<file path="src/rtl/cpu_pkg.sv">
// Shared pipeline definitions: opcode/funct encodings, widths, decoded control
// and the ID/EX pipeline-register layout.
package cpu_pkg;

  localparam int REG_W  = 5;
  localparam int DATA_W = 32;

  localparam logic [5:0] OP_RTYPE = 6'h00;
  localparam logic [5:0] OP_BEQ   = 6'h04;
  localparam logic [5:0] OP_BNE   = 6'h05;
  localparam logic [5:0] OP_ADDI  = 6'h08;
  localparam logic [5:0] OP_SLTI  = 6'h0A;
  localparam logic [5:0] OP_ANDI  = 6'h0C;
  localparam logic [5:0] OP_ORI   = 6'h0D;
  localparam logic [5:0] OP_LW    = 6'h23;
  localparam logic [5:0] OP_SW    = 6'h2B;

  localparam logic [5:0] FN_ADD = 6'h20;
  localparam logic [5:0] FN_SUB = 6'h22;
  localparam logic [5:0] FN_AND = 6'h24;
  localparam logic [5:0] FN_OR  = 6'h25;
  localparam logic [5:0] FN_SLT = 6'h2A;

  typedef struct packed {
    logic             reg_write;
    logic             mem_read;
    logic             mem_write;
    logic             alu_src_imm;
    logic             uses_rs;
    logic             uses_rt;
    logic [REG_W-1:0] rd;
  } ctrl_t;

  typedef struct packed {
    logic              valid;
    logic              reg_write;
    logic              mem_read;
    logic              mem_write;
    logic              alu_src_imm;
    logic [REG_W-1:0]  rd;
    logic [5:0]        opcode;
    logic [5:0]        funct;
    logic [DATA_W-1:0] pc;
    logic [DATA_W-1:0] op_a;
    logic [DATA_W-1:0] op_b;
    logic [DATA_W-1:0] imm;
  } id_ex_t;

  function automatic logic [DATA_W-1:0] ext_imm16(input logic [15:0] imm, input logic sign_en);
    return sign_en ? {{(DATA_W-16){imm[15]}}, imm} : {{(DATA_W-16){1'b0}}, imm};
  endfunction

endpackage

</file>
<file path="src/rtl/fwd_mux.sv">
// Per-operand bypass select: youngest in-flight producer wins over the regfile.
module fwd_mux
  import cpu_pkg::*;
#(
  parameter bit R0_IS_ZERO = 1'b1
) (
  input  logic [REG_W-1:0]  src_i,
  input  logic [DATA_W-1:0] rf_data_i,
  input  logic              ex_en_i,
  input  logic [REG_W-1:0]  ex_rd_i,
  input  logic [DATA_W-1:0] ex_data_i,
  input  logic              mem_en_i,
  input  logic [REG_W-1:0]  mem_rd_i,
  input  logic [DATA_W-1:0] mem_data_i,
  input  logic              wb_en_i,
  input  logic [REG_W-1:0]  wb_rd_i,
  input  logic [DATA_W-1:0] wb_data_i,
  output logic [DATA_W-1:0] data_o
);

  // NOTE: a complete if/else chain (or a default assigned first) keeps combinational logic latch-free.
  always_comb begin
    if (R0_IS_ZERO && src_i == '0)                data_o = '0;
    else if (ex_en_i && ex_rd_i == src_i)         data_o = ex_data_i;
    else if (mem_en_i && mem_rd_i == src_i)       data_o = mem_data_i;
    else if (wb_en_i && wb_rd_i == src_i)         data_o = wb_data_i;
    else                                          data_o = rf_data_i;
  end

endmodule

</file>
<file path="src/rtl/operand_fetch_stage.sv">
// Decode/operand-fetch stage: decodes IF/ID, bypasses operands from EX/MEM/WB,
// inserts a one-cycle bubble on load-use, and registers the result into ID/EX.
module operand_fetch_stage
  import cpu_pkg::*;
#(
  parameter bit R0_IS_ZERO = 1'b1,
  parameter bit IMM_SIGNED = 1'b1
) (
  input  logic              clk,
  input  logic              rst,
  input  logic              in_valid,
  input  logic [31:0]       in_instr,
  input  logic [31:0]       in_pc,
  output logic [4:0]        rf_raddr1,
  output logic [4:0]        rf_raddr2,
  input  logic [31:0]       rf_rdata1,
  input  logic [31:0]       rf_rdata2,
  input  logic [31:0]       ex_result,
  input  logic              mem_wr_en,
  input  logic [4:0]        mem_wr_reg,
  input  logic [31:0]       mem_data,
  input  logic              wb_wr_en,
  input  logic [4:0]        wb_wr_reg,
  input  logic [31:0]       wb_data,
  input  logic              stall_in,
  input  logic              flush,
  output logic              stall_out,
  output logic              out_valid,
  output logic              out_reg_write,
  output logic              out_mem_read,
  output logic              out_mem_write,
  output logic              out_alu_src_imm,
  output logic [31:0]       out_pc,
  output logic [31:0]       out_op_a,
  output logic [31:0]       out_op_b,
  output logic [31:0]       out_imm,
  output logic [4:0]        out_rd,
  output logic [5:0]        out_opcode,
  output logic [5:0]        out_funct
);

  id_ex_t id_ex_q, id_ex_d;
  ctrl_t  ctrl;

  logic [5:0]        opcode;
  logic [REG_W-1:0]  rs, rt;
  logic [DATA_W-1:0] op_a_fwd, op_b_fwd;
  logic              ex_fwd_en, load_use;

  assign opcode    = in_instr[31:26];
  assign rs        = in_instr[25:21];
  assign rt        = in_instr[20:16];
  assign rf_raddr1 = rs;
  assign rf_raddr2 = rt;

  always_comb begin
    ctrl = '0;
    unique case (opcode)
      OP_RTYPE: begin
        ctrl.reg_write = 1'b1;
        ctrl.uses_rs   = 1'b1;
        ctrl.uses_rt   = 1'b1;
        ctrl.rd        = in_instr[15:11];
      end
      OP_ADDI, OP_ANDI, OP_ORI, OP_SLTI, OP_LW: begin
        ctrl.reg_write   = 1'b1;
        ctrl.uses_rs     = 1'b1;
        ctrl.alu_src_imm = 1'b1;
        ctrl.mem_read    = (opcode == OP_LW);
        ctrl.rd          = rt;
      end
      OP_SW: begin
        ctrl.uses_rs     = 1'b1;
        ctrl.uses_rt     = 1'b1;
        ctrl.mem_write   = 1'b1;
        ctrl.alu_src_imm = 1'b1;
      end
      OP_BEQ, OP_BNE: begin
        ctrl.uses_rs = 1'b1;
        ctrl.uses_rt = 1'b1;
      end
      default: ;
    endcase
  end

  // A load still in EX has no data yet, so it must never be an EX bypass source.
  assign ex_fwd_en = id_ex_q.valid & id_ex_q.reg_write & ~id_ex_q.mem_read;

  fwd_mux #(.R0_IS_ZERO(R0_IS_ZERO)) u_fwd_a (
    .src_i(rs), .rf_data_i(rf_rdata1),
    .ex_en_i(ex_fwd_en), .ex_rd_i(id_ex_q.rd), .ex_data_i(ex_result),
    .mem_en_i(mem_wr_en), .mem_rd_i(mem_wr_reg), .mem_data_i(mem_data),
    .wb_en_i(wb_wr_en), .wb_rd_i(wb_wr_reg), .wb_data_i(wb_data),
    .data_o(op_a_fwd)
  );

  fwd_mux #(.R0_IS_ZERO(R0_IS_ZERO)) u_fwd_b (
    .src_i(rt), .rf_data_i(rf_rdata2),
    .ex_en_i(ex_fwd_en), .ex_rd_i(id_ex_q.rd), .ex_data_i(ex_result),
    .mem_en_i(mem_wr_en), .mem_rd_i(mem_wr_reg), .mem_data_i(mem_data),
    .wb_en_i(wb_wr_en), .wb_rd_i(wb_wr_reg), .wb_data_i(wb_data),
    .data_o(op_b_fwd)
  );

  function automatic logic load_hit(input logic [REG_W-1:0] src, input logic [REG_W-1:0] ld_rd);
    return !(R0_IS_ZERO && src == '0) && (src == ld_rd);
  endfunction

  assign load_use = in_valid & id_ex_q.valid & id_ex_q.mem_read &
                    ((ctrl.uses_rs & load_hit(rs, id_ex_q.rd)) |
                     (ctrl.uses_rt & load_hit(rt, id_ex_q.rd)));

  assign stall_out = ~rst & (load_use | stall_in);

  always_comb begin
    id_ex_d = id_ex_q;
    if (flush) begin
      id_ex_d = '0;
    end else if (stall_in) begin
      id_ex_d = id_ex_q;
    end else if (load_use || !in_valid) begin
      id_ex_d = '0;
    end else begin
      id_ex_d.valid       = 1'b1;
      id_ex_d.reg_write   = ctrl.reg_write;
      id_ex_d.mem_read    = ctrl.mem_read;
      id_ex_d.mem_write   = ctrl.mem_write;
      id_ex_d.alu_src_imm = ctrl.alu_src_imm;
      id_ex_d.rd          = ctrl.rd;
      id_ex_d.opcode      = opcode;
      id_ex_d.funct       = in_instr[5:0];
      id_ex_d.pc          = in_pc;
      id_ex_d.op_a        = op_a_fwd;
      id_ex_d.op_b        = op_b_fwd;
      id_ex_d.imm         = ext_imm16(in_instr[15:0], IMM_SIGNED);
    end
  end

  // NOTE: sequential state is written with <= so every flop samples pre-edge values.
  always_ff @(posedge clk) begin
    if (rst) id_ex_q <= '0;
    else     id_ex_q <= id_ex_d;
  end

  assign out_valid       = id_ex_q.valid;
  assign out_reg_write   = id_ex_q.reg_write;
  assign out_mem_read    = id_ex_q.mem_read;
  assign out_mem_write   = id_ex_q.mem_write;
  assign out_alu_src_imm = id_ex_q.alu_src_imm;
  assign out_pc          = id_ex_q.pc;
  assign out_op_a        = id_ex_q.op_a;
  assign out_op_b        = id_ex_q.op_b;
  assign out_imm         = id_ex_q.imm;
  assign out_rd          = id_ex_q.rd;
  assign out_opcode      = id_ex_q.opcode;
  assign out_funct       = id_ex_q.funct;

endmodule

</file>
<file path="config.mk">
export PLATFORM = sky130hd
export DESIGN_NAME = operand_fetch_stage
export DESIGN_NICKNAME = d
export VERILOG_FILES = /design/src/rtl/cpu_pkg.sv /design/src/rtl/fwd_mux.sv /design/src/rtl/operand_fetch_stage.sv
export SDC_FILE = /design/constraint.sdc
export NUM_CORES = 1
export LEC_CHECK = 0
export ABC_AREA = 1
export BUFFER_PORTS_ARGS = -buffer_cell sky130_fd_sc_hd__buf_4
export CAP_MARGIN = 20
export CORE_MARGIN = 8
export CORE_UTILIZATION = 43
export DETAILED_ROUTE_END_ITERATION = 6
export PLACE_DENSITY = 0.77
export RECOVER_POWER = 50
export SLEW_MARGIN = 20
export SYNTH_ARGS = -nofsm -noshare
export SYNTH_HDL_FRONTEND = slang
export SYNTH_SLANG_ARGS = --single-unit
</file>
<file path="constraint.sdc">
create_clock -name clk -period 1.8 [get_ports clk]
set_clock_uncertainty 0.05 [all_clocks]
set_input_delay 0.36 -clock clk [delete_from_list [all_inputs] [get_ports clk]]
set_output_delay 0.36 -clock clk [all_outputs]
set_load 0.01 [all_outputs]
</file>
==> results by group <==
Outcome
  • Status: finished with violations
  • Violated checks: setup timing

Timing
  • Pins over their slew limit: 0
  • RSZ-0062 raised after global routing: true
  • Fin. Hold Viols: 0
  • Setup ws final: -616 ps
  • Period utilisation layout: 134%
  • Worst slew pin tran: roughly 620 ps
  • Final Setup Violations: between 100 and 150
  • Slew margin rel.: between 50% and 60%
  • Achievable Freq: 414 MHz
  • Crit path time final: about 2400 ps

Route
  • Total routed wirelength: 48,200 um
  • Initial DRC count: about 1,600
  • Via/cell ratio: about 5.8
  • WL/cell: 21.9 um
  • Vias: ~13,000
  • Final ANT Viol Nets: 0
  • Drt first pass iters: 6
  • DR DRC count: 0

Global route
  • Largest net degree at the start of global routing: 129
  • GRT overflow: 0
  • Initial antenna violation count: 1
  • First-pass GRT wire length: about 70,000 um
  • Top Usage Layer GRT: met2
  • Met2 Usage GRT: between 60 and 70%
  • Vias in the first global route: about 12,000
  • GR Util All Layers: about a third
  • Met3 Use GR: between 10% and 20%
  • GRT met1 Usage: between 30% and 40%

Setup path
  • Worst endpoint required time: 2100 ps
  • WP data arrival: roughly 2700 ps
  • Crit path max-delay cell type: dfxtp_4
  • CP bufs+invs: 6
  • CP Launch Type: flop
  • R2R cell count: 16
  • Delay-heaviest family, CP: buffers and inverters
  • Crit path depth: 16
  • Crit path largest cell delay: around 380 ps
  • CP Capture Type: flop
  • CP Cell Sequence: nand2_1 -> o21ai_1 -> nor2_1 -> buf_4 -> nand3_4 -> buf_4 -> nor2_2 -> nand2_1 -> nand2_2 -> a21oi_4 -> buf_12 -> buf_12 -> buf_12 -> bufbuf_16 -> nand3_2 -> a21oi_2
  • Most used cell, CP: buf_12
  • CP Max Fanout: 6
  • Crit path kind: reg -> reg

Pwr
  • Leakage: 7.04 nW
  • Largest vdd supply drop: roughly 0.00062 V
  • P per Cell Area: around 600 mW/mm^2
  • Final Power: slightly below 0.009 W

Finish
  • Number of nets in the layout: 2,157
  • Fillers: 1,620
  • Cell area after layout: ~0.015 mm^2
  • P&R area growth vs syn: 69.0%
  • Layout cell share with drive strength beyond 1: between 30% and 40%
  • Core Util, Final: between 70% and 80%

Floorplanning
  • Die ar.: 0.0252 mm^2
  • Die Y: roughly 160 um
  • I/O pin count: approximately 400
  • Die X-Extent: between 150 and 200 um
  • Initial core utilization: a little over two fifths
  • Core Box Area: 0.0201 mm^2
  • # rows: 52

CTS
  • Hold buffer count at cts: 0
  • CTS buffer count: 17
  • Clock-pin slew on the worst setup and hold paths: 70 ps
  • Root Buffer: clkbuf_16
  • Htree depth: 4
  • CTS tree: done
  • Clock sinks: roughly 130
  • CTS Buffer Depth: 2
  • Worst-Skew Late Latency: ~430 ps

Min path
  • Hold Path Stages: 3
  • Worst hold path type: in -> reg

Yosys
  • Synth async-reset ratio: 0%
  • Syn_area_per_cell: approximately 6 um^2
  • Main synth FF type: dfxtp_1
  • Post-synthesis sequential area ratio: around 29%
  • Syn. warnings: 0
  • Most frequent cells after synthesis: 380 x nand2_1, 307 x nand3_1, 171 x inv_1
  • Yosys top cell area share: between 20 and 30%
  • Syn nets: approximately 1,700
  • Synth area leader: dfxtp_1
  • Synth unique cells: 25
  • Synthesized flop and latch total: about 130
  • Most frequent cell after synthesis: nand2_1
  • Cells after synthesis: about 1,500
  • Synth area leaders: dfxtp_1 29%, nand3_1 18%, nand2_1 16%
  • Post-synth EDFFs: 0
  • Synth Cell Area: about 0.009 mm^2

Place
  • PortBufs: around 400
  • GP Congestion: a little under 1
  • Placed inst area: ~0.013 mm^2
  • Post-Place Setup Slack: -376 ps
  • Dpl hpwl: ~32,000 um

Job
  • Max-cap violations: 0
==> final timing paths <==
kind                            slack (ps)                      start                   endpoint
worst max-delay path                  -620     out_rd[3]$_SDFFE_PP0N_   out_imm[30]$_SDFFE_PP0N_
worst min-delay path                   140                  in_pc[30]    out_pc[30]$_SDFFE_PP0N_
worst max register to register        -620     out_rd[3]$_SDFFE_PP0N_   out_imm[30]$_SDFFE_PP0N_
worst min register to register         420  out_op_b[23]$_SDFFE_PP0N_  out_op_b[23]$_SDFFE_PP0N_
==> repair_timing <==
item                       4_1_cts  5_1_grt
setup buffers                   30       11
pin swaps                       41       31
resized for setup              114      145
setup endpoints to repair      129      145
gates cloned                    22        1
==> worst register-to-register path, stage by stage, from the launching register on <==
cell	delay [ps]
dfxtp_4	380
nand2_1	60
o21ai_1	90
nor2_1	80
buf_4	140
nand3_4	80
buf_4	110
nor2_2	30
nand2_1	90
nand2_2	80
a21oi_4	210
buf_12	160
buf_12	110
buf_12	100
bufbuf_16	250
nand3_2	100
a21oi_2	190
==> final cells by class <==
cell class	count	area, um^2	area share, %
multi-input cells	1048	5740	38.7
repair buffers	548	4870	32.8
inverters	173	693	4.68
clock buffers	17	425	2.87
clock inverters	15	169	1.14
flip-flops and latches	128	2580	17.4
well taps	270	338	2.28
diodes	1	2.50	0.0169
==> power by group <==
| part | total [W] | leakage, nW | switching [W] | internal [W] |
|---|---|---|---|---|
| sequential | 0.00293 | 1.04 | 0.0000417 | 0.00288 |
| clock | 0.00354 | 0.289 | 0.00157 | 0.00197 |
| combinational | 0.00240 | 5.71 | 0.00132 | 0.00108 |
| total | 0.00886 | 7.04 | 0.00292 | 0.00594 |
==> layout by cell type (no fill, tap or decap), types with 3 or more instances in the layout <==
cell type,count
nor2_2,17
buf_4,390
nor2_1,82
inv_8,4
o21ai_0,5
clkbuf_16,18
inv_1,168
nand3_1,212
clkinv_4,4
buf_8,4
o21ai_1,4
xnor2_2,4
nand2_1,368
nand3_4,7
buf_6,15
a21oi_2,46
nand2_2,8
nand3_2,89
clkbuf_1,76
dfxtp_1,122
bufbuf_16,3
o22ai_1,5
dfxtp_4,4
nand4_1,98
buf_16,16
buf_12,43
a21oi_1,83
inv_6,4
==> per-layer routing <==
| layer | up-vias | share of wire (%) |
|---|---|---|
| met5 | - | 0 |
| met4 | 0 | 6.1 |
| met3 | 208 | 11 |
| met2 | 893 | 49 |
| met1 | 5924 | 34 |
| li1 | 5724 | - |
==> sequential cells by signal, summed over array words and instances (netlist names) <==
| register | cells |
|---|---|
| out_alu_src_imm | 1 |
| out_funct | 5 |
| out_imm | 11 |
| out_mem_read | 1 |
| out_mem_write | 1 |
| out_op_a | 32 |
| out_op_b | 32 |
| out_opcode | 6 |
| out_pc | 32 |
| out_rd | 5 |
| out_reg_write | 1 |
| out_valid | 1 |
==> kinds of logic after synthesis <==
group,after synthesis,synth area share (%)
compound gates,147,8.54
xor+xnor,7,0.700
buf+inv,323,15.5
flops,128,29.2
simple gates,894,46.0
==> through the flow <==
| stage | instances | hold WS, ps | setup TNS (ps) |
|---|---|---|---|
| finish | 2200 | 139 | -51310 |
| detailed placement | 2118 | 406 | -35960 |
| global route | 2200 | 140 | -60880 |
| global placement | 2118 | 398 | -34100 |
| floorplan | 1499 | 431 | -502 |
| CTS | 2193 | 143 | -40870 |
No activity file was read; power rests on OpenSTA's default activity.
